<file path="src/rtl/pipe_adder.sv">
// Pipelined WIDTH-bit adder that adds one CHUNK-bit slice per stage and registers the slice carry.
// Optional feature macro ADDER_SUB_EN: adds the sub port (A - B - cin, cout reports borrow).
module pipe_adder #(
   parameter int WIDTH = 32,
   parameter int CHUNK = 8
) (
   input  logic             clk,
   input  logic             rst_n,
   input  logic             in_valid,
   output logic             in_ready,
   input  logic [WIDTH-1:0] a,
   input  logic [WIDTH-1:0] b,
   input  logic             cin,
`ifdef ADDER_SUB_EN
   input  logic             sub,
`endif
   output logic             out_valid,
   input  logic             out_ready,
   output logic [WIDTH-1:0] sum,
   output logic             cout,
   output logic             ovf,
   output logic             zero
);
   localparam int STAGES = WIDTH / CHUNK;

   if ((WIDTH % CHUNK) != 0) begin : g_bad_cfg
      $error("pipe_adder: WIDTH must be a multiple of CHUNK");
   end

   // valid/ready: a transfer happens on any cycle where valid and ready are both high.
   // All stages move together whenever the output slot is empty or being drained.
   logic             adv;
   logic [WIDTH-1:0] b_eff;
   logic             c0;

   always_comb begin
`ifdef ADDER_SUB_EN
      b_eff = sub ? ~b : b;
      c0    = sub ? ~cin : cin;
`else
      b_eff = b;
      c0    = cin;
`endif
   end

   assign adv      = !out_valid | out_ready;
   assign in_ready = adv;

   for (genvar k = 0; k < STAGES; k++) begin : g_stg
      localparam int SW = (k + 1) * CHUNK;   // result bits known after this stage
      localparam int RW = WIDTH - SW;        // operand bits still waiting to be added

      logic [RW+CHUNK-1:0] oa;
      logic [RW+CHUNK-1:0] ob;
      logic                ci;
      logic                vi;
`ifdef ADDER_SUB_EN
      logic                subi;
`endif
      logic [CHUNK:0]      ch;
      logic [SW-1:0]       s_d;
      logic [SW-1:0]       s_q;
      logic                v_d;
      logic                v_q;

      if (k == 0) begin : g_src
         always_comb begin
            oa = a;
            ob = b_eff;
            ci = c0;
            vi = in_valid;
`ifdef ADDER_SUB_EN
            subi = sub;
`endif
         end
         always_comb s_d = ch[CHUNK-1:0];
      end else begin : g_src
         always_comb begin
            oa = g_stg[k-1].g_mid.a_q;
            ob = g_stg[k-1].g_mid.b_q;
            ci = g_stg[k-1].g_mid.c_q;
            vi = g_stg[k-1].v_q;
`ifdef ADDER_SUB_EN
            subi = g_stg[k-1].g_mid.sub_q;
`endif
         end
         // new slice lands above the slices already summed
         always_comb s_d = {ch[CHUNK-1:0], g_stg[k-1].s_q};
      end

      always_comb begin
         ch  = {1'b0, oa[CHUNK-1:0]} + {1'b0, ob[CHUNK-1:0]} + {{CHUNK{1'b0}}, ci};
         v_d = vi;
      end

      always_ff @(posedge clk or negedge rst_n) begin
         if (!rst_n) begin
            v_q <= 1'b0;
            s_q <= '0;
         end else if (adv) begin
            v_q <= v_d;
            if (vi) s_q <= s_d;
         end
      end

      if (k < STAGES - 1) begin : g_mid
         logic [RW-1:0] a_d;
         logic [RW-1:0] a_q;
         logic [RW-1:0] b_d;
         logic [RW-1:0] b_q;
         logic          c_d;
         logic          c_q;
`ifdef ADDER_SUB_EN
         logic          sub_d;
         logic          sub_q;
`endif

         always_comb begin
            a_d = oa[RW+CHUNK-1:CHUNK];
            b_d = ob[RW+CHUNK-1:CHUNK];
            c_d = ch[CHUNK];
`ifdef ADDER_SUB_EN
            sub_d = subi;
`endif
         end

         always_ff @(posedge clk or negedge rst_n) begin
            if (!rst_n) begin
               a_q <= '0;
               b_q <= '0;
               c_q <= 1'b0;
`ifdef ADDER_SUB_EN
               sub_q <= 1'b0;
`endif
            end else if (adv && vi) begin
               a_q <= a_d;
               b_q <= b_d;
               c_q <= c_d;
`ifdef ADDER_SUB_EN
               sub_q <= sub_d;
`endif
            end
         end
      end else begin : g_last
         logic cout_d;
         logic cout_q;
         logic ovf_d;
         logic ovf_q;
         logic zero_d;
         logic zero_q;

         // carry into the MSB is recovered from the MSB sum bit and its operands
         always_comb begin
`ifdef ADDER_SUB_EN
            cout_d = ch[CHUNK] ^ subi;
`else
            cout_d = ch[CHUNK];
`endif
            ovf_d  = oa[CHUNK-1] ^ ob[CHUNK-1] ^ ch[CHUNK-1] ^ ch[CHUNK];
            zero_d = (s_d == '0);
         end

         always_ff @(posedge clk or negedge rst_n) begin
            if (!rst_n) begin
               cout_q <= 1'b0;
               ovf_q  <= 1'b0;
               zero_q <= 1'b0;
            end else if (adv && vi) begin
               cout_q <= cout_d;
               ovf_q  <= ovf_d;
               zero_q <= zero_d;
            end
         end
      end
   end

   assign out_valid = g_stg[STAGES-1].v_q;
   assign sum       = g_stg[STAGES-1].s_q;
   assign cout      = g_stg[STAGES-1].g_last.cout_q;
   assign ovf       = g_stg[STAGES-1].g_last.ovf_q;
   assign zero      = g_stg[STAGES-1].g_last.zero_q;

endmodule

</file>
<file path="config.mk">
export PLATFORM = sky130hd
export DESIGN_NAME = pipe_adder
export DESIGN_NICKNAME = d
export VERILOG_FILES = /design/src/rtl/pipe_adder.sv
export SDC_FILE = /design/constraint.sdc
export NUM_CORES = 1
export LEC_CHECK = 0
export ABC_AREA = 1
export CELL_PAD_IN_SITES_DETAIL_PLACEMENT = 0
export CELL_PAD_IN_SITES_GLOBAL_PLACEMENT = 1
export CORE_ASPECT_RATIO = 1.25
export CORE_MARGIN = 10
export CORE_UTILIZATION = 42
export CTS_CLUSTER_DIAMETER = 30
export DETAILED_ROUTE_END_ITERATION = 6
export PLACE_DENSITY = 0.8
export SLEW_MARGIN = 20
export SYNTH_ARGS = -nofsm -noshare
export SYNTH_HDL_FRONTEND = slang
export SYNTH_SLANG_ARGS = --single-unit
</file>
<file path="constraint.sdc">
create_clock -name clk -period 2.5 [get_ports clk]
set_input_delay 0.375 -clock clk [delete_from_list [all_inputs] [get_ports clk]]
set_output_delay 0.375 -clock clk [all_outputs]
set_load 0.05 [all_outputs]
</file>
==> results of run 1 <==
==> cell type report <==
class                           count  area [um^2]  area share [%]
Clock buffer                       18          439            4.23
Clock inverter                     14          125            1.20
Multi-Input combinational cell    670         3310            31.9
Inverter                           90          340            3.28
Sequential cell                   186         4650            44.8
Timing Repair Buffer              117         1180            11.4
Tap cell                          270          338            3.25
==> synthesized netlist by cell type, drive strengths merged (6+ instances only) <==
cell type	instances	area (um^2)
dfrtp	186	4650
o21ai	103	553
buf	27	161
ha	28	350
clkbuf	8	31.3
nand3	33	165
nand4	16	100
xnor2	6	52.6
fa	8	160
nor2	34	160
a21oi	19	95.1
inv	90	340
nand2	399	1510
==> cell families after synthesis <==
| logic type | share of synthesized area [%] |
|---|---|
| buffers and inverters | 6.27 |
| adder cells (fa/ha/maj) | 6.01 |
| flip-flops | 54.8 |
| AO/OA/AOI/OAI | 8.85 |
| AND/OR/NAND/NOR | 23.4 |
| XOR/XNOR | 0.721 |
==> layout by cell type (no fill, tap or decap), types with 2 or more instances in the layout <==
master | synthesis | layout
o22ai_1 | 3 | 3
buf_12 | 0 | 3
nor2_8 | 2 | 2
inv_2 | 4 | 4
a21o_1 | 3 | 3
o21ai_0 | 81 | 81
buf_4 | 3 | 9
inv_8 | 0 | 4
inv_1 | 85 | 85
clkinvlp_4 | 0 | 3
o21ai_2 | 10 | 10
nand3b_1 | 4 | 4
clkinv_4 | 0 | 2
xnor2_1 | 6 | 6
ha_1 | 28 | 28
nand4_1 | 16 | 16
o21ai_1 | 12 | 12
or2_2 | 3 | 3
dfrtp_1 | 186 | 186
a31oi_1 | 4 | 4
nand3_1 | 33 | 33
fa_1 | 8 | 8
nand2_1 | 397 | 396
clkbuf_16 | 0 | 17
a21oi_1 | 19 | 19
clkdlybuf4s50_1 | 0 | 103
nor2_1 | 32 | 32
o21a_1 | 5 | 5
inv_6 | 0 | 4
nand2_2 | 1 | 2
==> timing repair <==
action                                  4_1_cts  5_1_grt
hold endpoints to repair                     60        0
endpoints found under the setup margin        0        0
hold buffers                                  1        0
==> layer usage <==
layer	up-vias	wire [um]
li1	3316	-
met1	2830	8990
met2	100	7990
met3	9	603
met4	0	165
met5	-	0
==> registers in the layout (all words and copies together) (netlist names) <==
signal           flops
g_stg.g_mid.b_q     48
g_stg.g_mid.a_q     48
g_stg.v_q            3
g_stg.s_q           48
out_valid            1
cout                 1
zero                 1
ovf                  1
sum                 32
g_stg.g_mid.c_q      3
==> power by group through the flow <==
stage	logic, mW	registers (mW)	clock network, mW
4_1_cts	5.54	4.80	2.62
5_1_grt	6.21	4.94	2.75
6_report	5.45	4.79	2.55
3_5_place_dp	5.50	4.85	0
3_3_place_gp	5.43	4.81	0
2_1_floorplan	3.14	5.60	0
==> worst paths after layout <==
check,startpoint,end,slack (ns),cells past startpoint
setup / recovery,out_valid$_DFFE_PN0N_,out_valid,0.48,1
hold / removal,g_stg[1].s_q[5]$_DFFE_PN0P_,g_stg[1].s_q[5]$_DFFE_PN0P_,0.47,2
setup reg to reg,g_stg[2].g_mid.a_q[0]$_DFFE_PN0P_,zero$_DFFE_PN0P_,0.50,11
hold reg to reg,g_stg[1].s_q[5]$_DFFE_PN0P_,g_stg[1].s_q[5]$_DFFE_PN0P_,0.47,2
max in group asynchronous,rst_n,g_stg[1].g_mid.a_q[4]$_DFFE_PN0P_,1.23,3
min in group asynchronous,rst_n,g_stg[0].g_mid.a_q[21]$_DFFE_PN0P_,0.52,2
==> stage by stage <==
stage	std cells	utilization [%]	instance area, um^2	total power, mW	worst slack, ns
after global placement	1332	49.0	9820	10.2	0.309
after CTS	1365	51.9	10400	13.0	0.443
final	1365	51.9	10400	12.8	0.483
after floorplan	981	-	8500	8.74	0.635
after detailed placement	1332	49.0	9820	10.4	0.277
after global routing	1365	51.9	10400	13.9	0.284
==> out/metrics.yaml, run 1 <==
status:
  status: "finished clean"
synthesis:
  synth_area_um2: 8500
  synth_area_per_cell_um2: 8.66
  syn_nets: 1086
  async_reset_ff_share_pct: 100
  ys_ff_latch: 186
  synth_flop_cell: "dfrtp_1"
  synth_edf_count: 0
  yosysSeqAreaShare_pct: 54.8
  synth.distinct_cells: 31
  syn_inst: 981
  yosys_warnings: 0
grt:
  grt_pass1_wl_um: 30300
  met3_usage_pct: 3.33
  top_usage_layer: "met2"
  grt_pass1_vias: 6192
  grt-ovfl-total: 0
  antenna_found_initial: 0
  grt_start_max_net_pins: 64
  track_usage_pct: 14.0
  grt.met2_usage_pct: 22.1
  met1_usage_pct: 19.0
routing:
  vias_per_cell: 4.58
  wl_per_cell_um: 13.0
  drtIter0Drc: 451
  wirelength_um: 17700
  vias: 6255
  firstDrtPassIters: 4
  drc: 0
  antenna_left: 0
pwr:
  p_seq_share_pct: 37.4
  clkPwrFrac_pct: 20.0
  p_leak_nw: 5.20
  p_per_area_nw_per_um2: 1230
  internal_power_mw: 7.45
  p_comb_share_pct: 42.6
  swShare_pct: 41.8
  p_sw_mw: 5.35
  peakVddDrop_uv: 664
cells_and_area:
  layout.nets: 1187
  antenna_cells: 0
  area_delta_synth_final_pct: 22.3
  num-fill-cells: 1960
  drive_gt1_share_pct: 6.21
hold_path:
  hp-class: "flop to flop"
clock_network:
  post_cts_buffers: 0
  cts_tree: "built"
  root_buffer: "clkbuf_16"
  clk_latency_ns: 0.43
  path_clk_slew_ns: 0.07
  h-tree-depth: 4
  cts.sinks: 186
  cts_resized: 0
  clockBufferDepth: 2
  cts_buffers: 17
worst_setup_path:
  cp-start-kind: "flop"
  crit_required_ns: 2.12
  critical_path_buf_inv_count: 1
  end_kind: "output port"
  crit_arrival_ns: 1.64
  worstSetupPathType: "flop to output port"
  worstPathCellList: "clkdlybuf4s50_1"
  max_stage_delay_ns: 0.83
  cp_top_family: "buffers and inverters"
  crit_slowest_cell: "clkdlybuf4s50_1"
  path_max_fanout: 2
floorplan:
  rows: 58
  core-area_um2: 20000
  dieWidth_um: 147
  die_h_um: 179
  floorplan.initialDensity_pct: 42.4
  dieArea_um2: 26400
  ioPinCount: 106
placed_design:
  port_buffers: 105
  dp_hpwl_um: 13000
  gp_congestion: 0.811
timing:
  min_period_ns: 2.02
  maxSlewHeadroom_pct: 60.6
  finalSetupTns_ns: 0
  worst_slew_pin_slew_ns: 0.592
  slew_violations: 0
  finalClockSkew_ns: 0.0106
  hold_ws_ns: 0.470
  fmax_mhz: 496
  period_share_pct: 80.7
  setup_viol: 0
  grt_setup_unrepaired: "no"
  finalHoldViolCount: 0
run:
  maxCapViolations: 0
Power figures use the tool's default switching activity.
==> run 2: changes to the inputs <==
Clock period 2.5 ns to 1.9 ns, I/O delays scaled along.
==> out/metrics.yaml, run 2 (synthesis results as in run 1) <==
status:
  status: "finished, violations left"
  violations: "setup timing"
routing:
  wl_per_cell_um: 12.9  # -1.0%
  drc: 0  # unchanged
  vias_per_cell: 4.55  # -0.72%
  firstDrtPassIters: 5  # +1
  wirelength_um: 17800  # +0.22%
  antenna_left: 0  # unchanged
  drtIter0Drc: 301  # -33%
  vias: 6287  # +0.51%
placed_design:
  placed_cell_area_um2: 9960  # +1.5%
  place_ws_ns: -0.185  # -0.462 ns
  dp_hpwl_um: 13300  # +2.4%
  gp_congestion: 0.814  # +0.47%
  port_buffers: 105  # unchanged
floorplan:
  dieArea_um2: 26400  # unchanged
  core-area_um2: 20000  # unchanged
  floorplan.initialDensity_pct: 42.4  # unchanged
  die_h_um: 179  # unchanged
  ioPinCount: 106  # unchanged
  rows: 58  # unchanged
  dieWidth_um: 147  # unchanged
timing:
  setup_ws_ns: -0.0426  # -0.525 ns
  finalSetupTns_ns: -0.0682  # -0.0682 ns
  period_share_pct: 102
  finalClockSkew_ns: 0.0135  # +0.00290 ns
  fmax_mhz: 515
  hold_ws_ns: 0.381  # -0.0885 ns
  finalHoldViolCount: 0  # unchanged
  grt_setup_unrepaired: "yes"
  min_period_ns: 1.94
  slew_violations: 0  # unchanged
  setup_viol: 2  # +2
  maxSlewHeadroom_pct: 63.3  # +2.8 points
  worst_slew_pin_slew_ns: 0.550  # -0.0419 ns
pwr:
  p_leak_nw: 5.47  # +5.0%
  p_sw_mw: 7.12  # +33%
  internal_power_mw: 10.1  # +36%
  clkPwrFrac_pct: 20.9  # +0.9 points
  power.total_mw: 17.3  # +35%
  p_per_area_nw_per_um2: 1620  # +32%
  p_seq_share_pct: 36.5  # -0.9 points
  swShare_pct: 41.2  # -0.57 points
  p_comb_share_pct: 42.6  # about the same
  peakVddDrop_uv: 776  # +17%
worst_setup_path:
  worstPathCellList: "fa_2, fa_2, buf_4, nand2_2, nand3_1, nand2_1, nand3_1, nor2_1, nand2_1, nand2_1"
  worstSetupPathType: "flop to flop"
  end_kind: "flop"
  max_stage_delay_ns: 0.43  # -0.40 ns
  path_max_fanout: 3  # +1
  crit_arrival_ns: 2.32  # +0.68 ns
  cp_top_family: "adder cells"
  crit_slowest_cell: "fa_2"
  critical_path_buf_inv_count: 1  # unchanged
  cp-start-kind: "flop"
  crit_required_ns: 2.28  # +0.16 ns
  cpMostUsedCell: "nand2_1"
hold_path:
  hp-class: "input pin to flop"
run:
  maxCapViolations: 0  # unchanged
clock_network:
  cts.sinks: 186  # unchanged
  path_clk_slew_ns: 0.07  # about the same
  root_buffer: "clkbuf_16"
  cts_tree: "built"
  clockBufferDepth: 2  # unchanged
  cts_buffers: 17  # unchanged
  clk_latency_ns: 0.43  # about the same
  h-tree-depth: 4  # unchanged
grt:
  grt-ovfl-total: 0  # unchanged
  track_usage_pct: 14.4  # +0.37 points
  grt_pass1_wl_um: 30900  # +1.8%
  grt_start_max_net_pins: 59  # -7.8%
  grt_pass1_vias: 6221  # +0.47%
  antenna_found_initial: 0  # unchanged
cells_and_area:
  layout_commonest_cell: "nand2_1"
  reg_top3: "g_stg.g_mid.a_q (48), g_stg.g_mid.b_q (48), g_stg.s_q (48)"
  area_delta_synth_final_pct: 25.2
  drive_gt1_share_pct: 11.1  # +4.9 points
  finalInstanceArea_um2: 10600  # +2.4%
  layout_common_cells: "390 x nand2_1, 186 x dfrtp_1, 83 x inv_1"
  layout.nets: 1204  # +1.4%
  antenna_cells: 0  # unchanged
[run 2: path summary, 6_finish.rpt]
check | from | slack (ns) | cells after the start | to
max | g_stg[2].g_mid.c_q$_DFFE_PN0P_ | -0.04 | 10 | zero$_DFFE_PN0P_
max reg2reg | g_stg[2].g_mid.c_q$_DFFE_PN0P_ | -0.04 | 10 | zero$_DFFE_PN0P_
max in group asynchronous | rst_n | 0.90 | 3 | g_stg[2].s_q[12]$_DFFE_PN0P_
min in group asynchronous | rst_n | 0.39 | 2 | sum[29]$_DFFE_PN0P_
min reg2reg | g_stg[0].g_mid.a_q[14]$_DFFE_PN0P_ | 0.47 | 2 | g_stg[1].g_mid.a_q[6]$_DFFE_PN0P_
min | b[30] | 0.38 | 3 | g_stg[0].g_mid.b_q[22]$_DFFE_PN0P_
[run 2: metrics by stage]
stage,cells,utilization [%]
global route,1382,53.1
finish,1382,53.1
CTS,1378,52.7
detailed placement,1345,49.7
floorplan,981,-
global placement,1345,49.7
[run 2: power by group through the flow]
stage | clock (mW) | sequential (mW) | combinational, mW
final | 3.60 | 6.31 | 7.36
after detailed placement | 0 | 6.40 | 7.35
after CTS | 3.70 | 6.33 | 7.33
after floorplan | 0 | 7.37 | 4.13
after global routing | 3.86 | 6.51 | 8.38
after global placement | 0 | 6.34 | 7.30
[run 2: layout make-up]
| cell class | instances | area [um^2] |
|---|---|---|
| Clock buffer | 17 | 425 |
| Timing Repair Buffer | 134 | 1350 |
| Tap cell | 270 | 338 |
| Clock inverter | 15 | 173 |
| Inverter | 90 | 340 |
| Multi-Input combinational cell | 670 | 3360 |
| Fill cell | 1936 | 9390 |
| Sequential cell | 186 | 4650 |
[run 2: repair_timing]
item                                   4_1_cts  5_1_grt
setup endpoints to repair                   13       11
gates resized for setup                     12       18
endpoints found under the hold margin       48        0
gates cloned                                 0        0
hold buffers                                 1        0
pin swaps                                    0        8
setup buffers                                0        4
[run 2: worst min-delay path, cell delays in order]
cell             delay (ns)
clkdlybuf4s50_1        0.39
nand2_1                0.06
nand2_1                0.04
[run 2: routing by layer]
layer | part of all wire (%) | up-vias | wire, um | track usage (%)
met5 | 0 | - | 0 | 0
met4 | 1.6 | 0 | 284 | 5.00
met3 | 3.3 | 19 | 582 | 3.41
met2 | 44 | 109 | 7900 | 21.9
met1 | 51 | 2807 | 9020 | 19.7
li1 | - | 3352 | - | -
